### src/rtl/shift_pkg.sv
// Shared types and helpers for the iterative right-shift aligner.
package shift_pkg;

    typedef enum logic [1:0] {
        IDLE  = 2'd0,
        SHIFT = 2'd1,
        DONE  = 2'd2
    } align_state_t;

    // Shift distance of stage i: the largest binary stage (WIDTH/2) runs first.
    function automatic int unsigned stage_amt(input int unsigned i, input int unsigned width);
        return width >> (i + 1);
    endfunction

endpackage

### src/rtl/align_stage.sv
// One binary right-shift stage, selected by stage index; reports the OR of the bits it drops.
module align_stage
    import shift_pkg::*;
#(
    parameter int WIDTH = 32,
    parameter int SW    = $clog2(WIDTH)
) (
    input  logic [WIDTH-1:0] data_i,
    input  logic [SW-1:0]    stage_i,
    input  logic             en_i,
    input  logic             fill_i,
    output logic [WIDTH-1:0] data_o,
    output logic             sticky_o
);

    logic [WIDTH-1:0] ones;
    int unsigned      k;

    always_comb begin
        ones     = '1;
        k        = stage_amt(32'(stage_i), WIDTH);
        data_o   = data_i;
        sticky_o = 1'b0;
        if (en_i) begin
            // Vacated MSBs take the fill bit; dropped LSBs feed sticky.
            data_o   = (data_i >> k) | (fill_i ? ~(ones >> k) : '0);
            sticky_o = |(data_i & ~(ones << k));
        end
    end

endmodule

### src/rtl/align_shift_iter.sv
// Iterative right-shift aligner: one binary stage per cycle, largest first, with sticky
// accumulation and valid/ready handshakes on both sides.
module align_shift_iter
    import shift_pkg::*;
#(
    parameter  int WIDTH = 32,
    localparam int SW    = $clog2(WIDTH)
) (
    input  logic             clk,
    input  logic             reset_n,
    input  logic             InValid,
    output logic             InReady,
    input  logic [WIDTH-1:0] A,
    input  logic [SW-1:0]    Shift,
    input  logic             Arith,
    output logic             OutValid,
    input  logic             OutReady,
    output logic [WIDTH-1:0] Z,
    output logic             Sticky,
    output align_state_t     dbg_state
);

    // Handshake: a transfer happens on a rising edge where valid && ready; the
    // producer holds valid and data stable until that edge.

    localparam logic [SW-1:0] LAST_CNT = SW'(SW);

    align_state_t     state_q, state_d;
    logic [SW-1:0]    cnt_q, cnt_d;
    logic [WIDTH-1:0] data_q, data_d;
    logic             sticky_q, sticky_d;
    logic [SW-1:0]    shift_q, shift_d;
    logic             fill_q, fill_d;

    logic             in_ready;
    logic             out_valid;
    logic             accept;
    logic             stage_en;
    logic [WIDTH-1:0] stage_data;
    logic             stage_sticky;

    // Stage i consumes shift bit SW-1-i; the extra count value SW is a settle cycle.
    always_comb begin
        stage_en = 1'b0;
        for (int i = 0; i < SW; i++) begin
            if (cnt_q == SW'(i)) begin
                stage_en = shift_q[SW-1-i];
            end
        end
    end

    align_stage #(
        .WIDTH (WIDTH),
        .SW    (SW)
    ) u_stage (
        .data_i   (data_q),
        .stage_i  (cnt_q),
        .en_i     (stage_en),
        .fill_i   (fill_q),
        .data_o   (stage_data),
        .sticky_o (stage_sticky)
    );

    always_ff @(posedge clk) begin
        if (!reset_n) begin
            state_q  <= IDLE;
            cnt_q    <= '0;
            data_q   <= '0;
            sticky_q <= 1'b0;
            shift_q  <= '0;
            fill_q   <= 1'b0;
        end else begin
            state_q  <= state_d;
            cnt_q    <= cnt_d;
            data_q   <= data_d;
            sticky_q <= sticky_d;
            shift_q  <= shift_d;
            fill_q   <= fill_d;
        end
    end

    always_comb begin
        state_d  = state_q;
        cnt_d    = cnt_q;
        data_d   = data_q;
        sticky_d = sticky_q;
        shift_d  = shift_q;
        fill_d   = fill_q;
        accept   = InValid && in_ready;
        case (state_q)
            IDLE, DONE: begin
                if (accept) begin
                    data_d   = A;
                    shift_d  = Shift;
                    fill_d   = A[WIDTH-1] & Arith;
                    sticky_d = 1'b0;
                    cnt_d    = '0;
                    state_d  = SHIFT;
                end else if (state_q == DONE && OutReady) begin
                    state_d = IDLE;
                end
            end
            SHIFT: begin
                if (cnt_q == LAST_CNT) begin
                    state_d = DONE;
                end else begin
                    data_d   = stage_data;
                    sticky_d = sticky_q | stage_sticky;
                    cnt_d    = cnt_q + SW'(1);
                end
            end
            default: state_d = IDLE;
        endcase
    end

    // Result consumption frees the aligner in the same cycle.
    always_comb begin
        in_ready  = (state_q == IDLE) || (state_q == DONE && OutReady);
        out_valid = (state_q == DONE);
    end

    assign InReady   = in_ready;
    assign OutValid  = out_valid;
    assign Z         = data_q;
    assign Sticky    = sticky_q;
    assign dbg_state = state_q;

endmodule

### config.mk
export PLATFORM = sky130hd
export DESIGN_NAME = align_shift_iter
export DESIGN_NICKNAME = d
export VERILOG_FILES = /design/src/rtl/shift_pkg.sv /design/src/rtl/align_stage.sv /design/src/rtl/align_shift_iter.sv
export SDC_FILE = /design/constraint.sdc
export NUM_CORES = 1
export LEC_CHECK = 0
export BUFFER_PORTS_ARGS = -buffer_cell sky130_fd_sc_hd__buf_4
export CAP_MARGIN = 20
export CELL_PAD_IN_SITES_DETAIL_PLACEMENT = 1
export CELL_PAD_IN_SITES_GLOBAL_PLACEMENT = 2
export CORE_UTILIZATION = 36
export DETAILED_ROUTE_END_ITERATION = 8
export GPL_TIMING_DRIVEN = 1
export HOLD_SLACK_MARGIN = 0.08
export PLACE_DENSITY = 0.83
export SETUP_SLACK_MARGIN = 0.1
export SYNTH_ARGS = -nofsm -noshare
export SYNTH_HDL_FRONTEND = slang
export SYNTH_HIERARCHICAL = 1
export SYNTH_SLANG_ARGS = --single-unit
### constraint.sdc
create_clock -name clk -period 8.82 [get_ports clk]
set_input_delay 2.205 -clock clk [delete_from_list [all_inputs] [get_ports clk]]
set_output_delay 2.205 -clock clk [all_outputs]
set_load 0.02 [all_outputs]
[Yosys cells after proc, flatten, opt, wreduce, memory -nomap -nowiden]
Cells that the tools add are included.
Word-level totals
  register bits: 46
  bits in latches: 0
  bits in writable memories: 0
  ROM bits: 0
  input port bits: 42
  output and inout bits: 37
  word-level logic and storage cells: 63
  memories kept: 0
Cells by class
  $add $sub $neg: 2
  multiply operators: 0
  div/mod/pow operators: 0
  $lt $le $gt $ge: 0
  equal/unequal tests: 12
  shifts and indexed selects: 4
  muxes and demuxes: 21
  bitwise gates (word level): 6
  reductions and logical operators: 12
Operators with widths (count)
  $mux 32: 4
  $not 32->32: 2
  $pmux 32 s2: 1
  $and 32x32->32: 1
  $or 32x32->32: 1
  $reduce_or 32->1: 1
  $shl 32x32->32 const A: 1
  $shr 32x32->32: 1
  $shr 32x32->32 const A: 1
  $shr 6x32->32 const A: 1
  $eq 5x2->1 const B: 2
  $eq 5x3->1 const B: 2
  $mux 5: 2
  $pmux 5 s2: 1
  $mux 1: 8
  $ne 2x2->1 const B: 4
  $add 5x1->6 const B: 1
  $mux 2: 3
  $add 5x1->5 const B: 1
  $eq 5x1->1 const B: 1
  $logic_not 5->1: 1
  $pmux 2 s2: 1
  $reduce_and 2->1: 2
  $reduce_and 4->1: 1
  12 further kinds: 13

[Logic depth before layout (Yosys ltp)]
  depth in word-level cells: 10
  gate-level depth with buffers: 13
  mapped depth without buffers: 12

[Cells and area by module]
The synthesis kept the hierarchy.
By module, submodules not included
  align_shift_iter: times used 1, cells an instance 238, area each 2635.0 sq um, seq. area each 920.9 sq um
  align_stage: times used 1, cells an instance 351, area each 1940.6 sq um, seq. area each 0.0 sq um

[Worst setup path before layout]
OpenSTA, ideal clock, no wires.
  kind: in2out
  start point: in OutReady
  end point: out InReady
  arrival: 2.625 ns
  data required time: 6.615 ns
  setup slack: 3.990 ns
  stages: 2
  path through: nor2b_1 > nor2_1
On the way
  word-level cells in the longest chain between the ends: 2
Ends and longest elaborated chain
  start: declaration: RTL line align_shift_iter.sv:17  | input logic OutReady,
  $logic_and 1x1->1: RTL line align_shift_iter.sv:118  | in_ready = (state_q == IDLE) || (state_q == DONE && OutReady);
  $logic_or 1x1->1: RTL line align_shift_iter.sv:118
  end: declaration: RTL line align_shift_iter.sv:12  | output logic InReady,
Every way passes these cells.

[Worst setup path after layout]
Same ends and word-level chain as after synthesis.

==> impl_summary.md <==
Route
In the final routed layout, each cell accounts on average for 22.93 µm. For this run, design rule violations remaining after detail routing come to 0. The average vias per placed instance is 6.375. In this run the remaining antenna-violating nets after routing total 0.

The detailed-router iteration count before antenna repair is 5. After the first detailed-routing iteration, the DRC count stood at 433. Detailed routing inserted a total of 5036 vias. The routed design has 18110 µm of wire.

Floorplan
The die outline area is 0.01317 mm². The number of top-level design ports is 79. In this run the horizontal extent of the chip is 114.7 µm. The height of the chip is 114.7 µm. The number of placement rows is 40. The area of the core is 0.01221 mm².

The effective utilization at floorplan is 0.3747.

Power and ir drop
The share of total power dissipated in combinational logic is 0.379. The cell area power density is 152.0 mW/mm². Of the total power, registers draw 0.339. The internal power consumption is 487.9 µW. The analysis attributes to cell leakage a power of 1.881 nW. The switching power is 317.7 µW.

IR analysis of the VDD net gives a maximum drop of 70.31 µV. The proportion of power drawn by the clock network is 0.283. Of the total power, the share spent switching nets is 0.3944.

Global routing
The global-route track usage on met2 is 0.4614. The global-route usage over all layers is 0.2819. The number of antenna violations at the first check in global routing is 0. The fraction of met1 tracks used by global routing is 0.3840. The global routing stage identified its most utilized layer as met2. The fraction of met3 tracks used by global routing is 0.03426. Entering global routing, the biggest net connects 71 pins.

The global route total overflow is 0. The number of global-route vias before repair is 5035. The first global-routing pass estimated 28820 µm of wire.

Logic synthesis
The mean post-synth cell area is 7.768 µm². Counting distinct cell types in the post-synthesis netlist gives 60. The most used flip-flop cell after synthesis is sky130_fd_sc_hd__dfxtp_1. The number of enable-type register cells in the synthesized netlist is 0. The number of nets produced by synthesis is 635. The number of cells produced by synthesis is 589. The post-synthesis sequential area ratio is 0.2013. By area the synthesized netlist is led by sky130_fd_sc_hd__dfxtp_1, sky130_fd_sc_hd__mux2i_1, sky130_fd_sc_hd__a211oi_2. The library cell with the largest summed area after synthesis is sky130_fd_sc_hd__dfxtp_1. For this run, the number of Yosys warnings is 6.

The share of Yosys cell area claimed by the top area cell type is 0.2013. After synthesis, the share of flip-flops with an asynchronous set or reset is 0. After synthesis the netlist holds a flip-flop and latch count of 46. The area of the mapped netlist is 0.004576 mm².

Clock network
After clock tree synthesis, the clock-pin slew on the worst setup and hold paths is 0.07 ns. The total of cells resized after clock tree synthesis is 0. TritonCTS created 5 clock buffers. The clock tree synthesis step divided the H-tree into 2 levels.

The CTS tree is yes. The number of setup buffers added after CTS is 0. The clock passes through at most 2 buffers. The cell sitting at the root of the clock tree is a sky130_fd_sc_hd__clkbuf_16. At the later pin of the worst-skew pair, clock insertion delay measures 0.31 ns. The number of clock sinks seen by CTS is 46. The post-cts hold buffer count is 0.

Placed design
The cell area reported after detailed placement is 0.005067 mm². The placed instance count is 779. The post-DP HPWL is 11920 µm. The setup slack after placement is 3.619 ns. Routability-driven placement finished with a final weighted congestion of 0.9239.

Port buffering added 78 buffers.

Worst setup path
The largest driver fanout on the critical path is 8. The type of the worst setup path is input pin to output pin. The required time of the critical path is 6.62 ns. The type of element launching the critical path is an input pin. The data arrival time of the critical path is 2.98 ns. The worst setup path is captured at an output pin.

STA
The relative slew slack is 0.2188. Across all setup checks in the final design, the least slack found is 3.635 ns. The max-slew violation count is 0. The total count of hold-check failures in the final report is 0. Setup repair after global routing left no endpoint under its margin. The final setup skew is 0.007106 ns. Final hold analysis gives a worst-case slack of 0.4875 ns.

In the finished design, the share of the clock period the worst path needs comes to 0.5879. The final total negative setup slack is 0 ns. After layout, the minimum clock period comes to 5.185 ns. The maximum frequency from static timing analysis is 0.1929 GHz.

At the pin with the least slew margin, the transition time is 1.169 ns. The count of final setup violators is 0.

Cells and area
The layout net count is 667. The number of standard cells in the layout, taps in and fillers out is 790. In the final layout, the share of cells above drive strength 1 is 0.2524. The antenna diode count is 0. The area overhead of the layout relative to synthesis is 15.83%. The cell area after layout is 0.005300 mm².

Flow run
The tool flagged a number of max-cap violations equal to 0.

Status
The run finished with clean final reports.

Worst hold path
The path category of the worst min-delay check is flop to flop.
[kinds of logic (layout without fill, tap and decap cells)]
kind of cell	Yosys count	after routing	synth area share
compound gates	249	249	0.4145
simple gates	173	173	0.1862
buf+inv	74	107	0.09270
flops	46	46	0.2013
mux	43	43	0.09434
fa+ha+maj	4	4	0.01094
[state kept, by name, summed over array words and instances (netlist names)]
| register | count |
|---|---|
| Sticky | 1 |
| Z | 32 |
| cnt_q | 5 |
| dbg_state | 2 |
| fill_q | 1 |
| shift_q | 5 |
[final timing paths]
| check | depth (start not counted) | slack (ns) | endpoint | from |
|---|---|---|---|---|
| worst max-delay path | 4 | 3.64 | InReady | OutReady |
| worst min-delay path | 2 | 0.49 | shift_q[2] | shift_q[2] |
| worst max register to register | 12 | 3.82 | Z[21] | cnt_q[0] |
| worst min register to register | 2 | 0.49 | shift_q[2] | shift_q[2] |
[critical path: stages]
cell,delay [ns]
sky130_fd_sc_hd__buf_4,0.11
sky130_fd_sc_hd__nor2b_1,0.41
sky130_fd_sc_hd__nor2_1,0.08
sky130_fd_sc_hd__buf_4,0.17
[synthesized netlist by cell type, types with 3 or more instances]
library cell	number
sky130_fd_sc_hd__nand2b_1	11
sky130_fd_sc_hd__nor2b_1	9
sky130_fd_sc_hd__nand3_1	18
sky130_fd_sc_hd__mux2i_1	42
sky130_fd_sc_hd__nand4_1	3
sky130_fd_sc_hd__a211oi_1	5
sky130_fd_sc_hd__nor2_1	38
sky130_fd_sc_hd__clkbuf_1	24
sky130_fd_sc_hd__a221oi_1	27
sky130_fd_sc_hd__o21ai_0	30
sky130_fd_sc_hd__nor3_1	8
sky130_fd_sc_hd__buf_1	3
sky130_fd_sc_hd__buf_6	14
sky130_fd_sc_hd__ha_1	4
sky130_fd_sc_hd__a22oi_1	5
sky130_fd_sc_hd__a211oi_2	32
sky130_fd_sc_hd__a221oi_2	11
sky130_fd_sc_hd__a21oi_1	68
sky130_fd_sc_hd__dfxtp_1	46
sky130_fd_sc_hd__buf_4	6
sky130_fd_sc_hd__and2_1	4
sky130_fd_sc_hd__buf_2	15
sky130_fd_sc_hd__nand2_1	60
sky130_fd_sc_hd__and3_1	4
sky130_fd_sc_hd__nand3b_1	3
sky130_fd_sc_hd__o22ai_1	12
sky130_fd_sc_hd__o211ai_1	8
sky130_fd_sc_hd__a31oi_1	18
sky130_fd_sc_hd__inv_1	11
sky130_fd_sc_hd__or3_1	3
sky130_fd_sc_hd__o31ai_1	3
sky130_fd_sc_hd__o21ai_1	5
[placed cells by master, fill, tap and decap left out, drive strengths merged, types with 5 or more instances in the layout]
| master | instances |
|---|---|
| o22ai | 12 |
| nor2 | 40 |
| dfxtp | 46 |
| o211ai | 8 |
| nand2 | 60 |
| nor3 | 10 |
| nand3 | 18 |
| a21oi | 69 |
| nand2b | 11 |
| inv | 11 |
| a221oi | 38 |
| a22oi | 5 |
| o21ai | 35 |
| a31oi | 18 |
| buf | 87 |
| nor2b | 9 |
| clkbuf | 5 |
| o31ai | 5 |
| mux2i | 42 |
| a211oi | 37 |
[final cells by class]
type / count / area (µm²)
flip-flops and latches: 46 / 920.9
repair buffers: 87 / 693.2
multi-input cells: 469 / 3261
well taps: 168 / 210.2
clock buffers: 5 / 125.1
fillers: 1531 / 6912
inverters: 12 / 45.04
clock inverters: 3 / 45.04
[through the flow]
stage,power (mW),util
final,0.8056,0.4340
after global routing,0.8451,0.4340
after CTS,0.8068,0.4289
after detailed placement,0.5755,0.4150
after global placement,0.5677,0.4150
after floorplan,0.4749,-
[power groups by stage]
| stage | logic (mW) | registers [mW] | clock network, mW |
|---|---|---|---|
| 2_1_floorplan | 0.195 | 0.280 | 0 |
| 3_3_place_gp | 0.292 | 0.276 | 0 |
| 3_5_place_dp | 0.299 | 0.276 | 0 |
| 4_1_cts | 0.300 | 0.272 | 0.234 |
| 5_1_grt | 0.329 | 0.277 | 0.240 |
| 6_report | 0.305 | 0.273 | 0.228 |
[metal layers]
| layer | wire [µm] | part of all wire | vias to the layer above |
|---|---|---|---|
| li1 | - | - | 2325 |
| met1 | 8231 | 0.45 | 2514 |
| met2 | 8622 | 0.48 | 172 |
| met3 | 841 | 0.046 | 25 |
| met4 | 418 | 0.023 | 0 |
| met5 | 0 | 0 | - |
(Power assumes the default switching activity.)
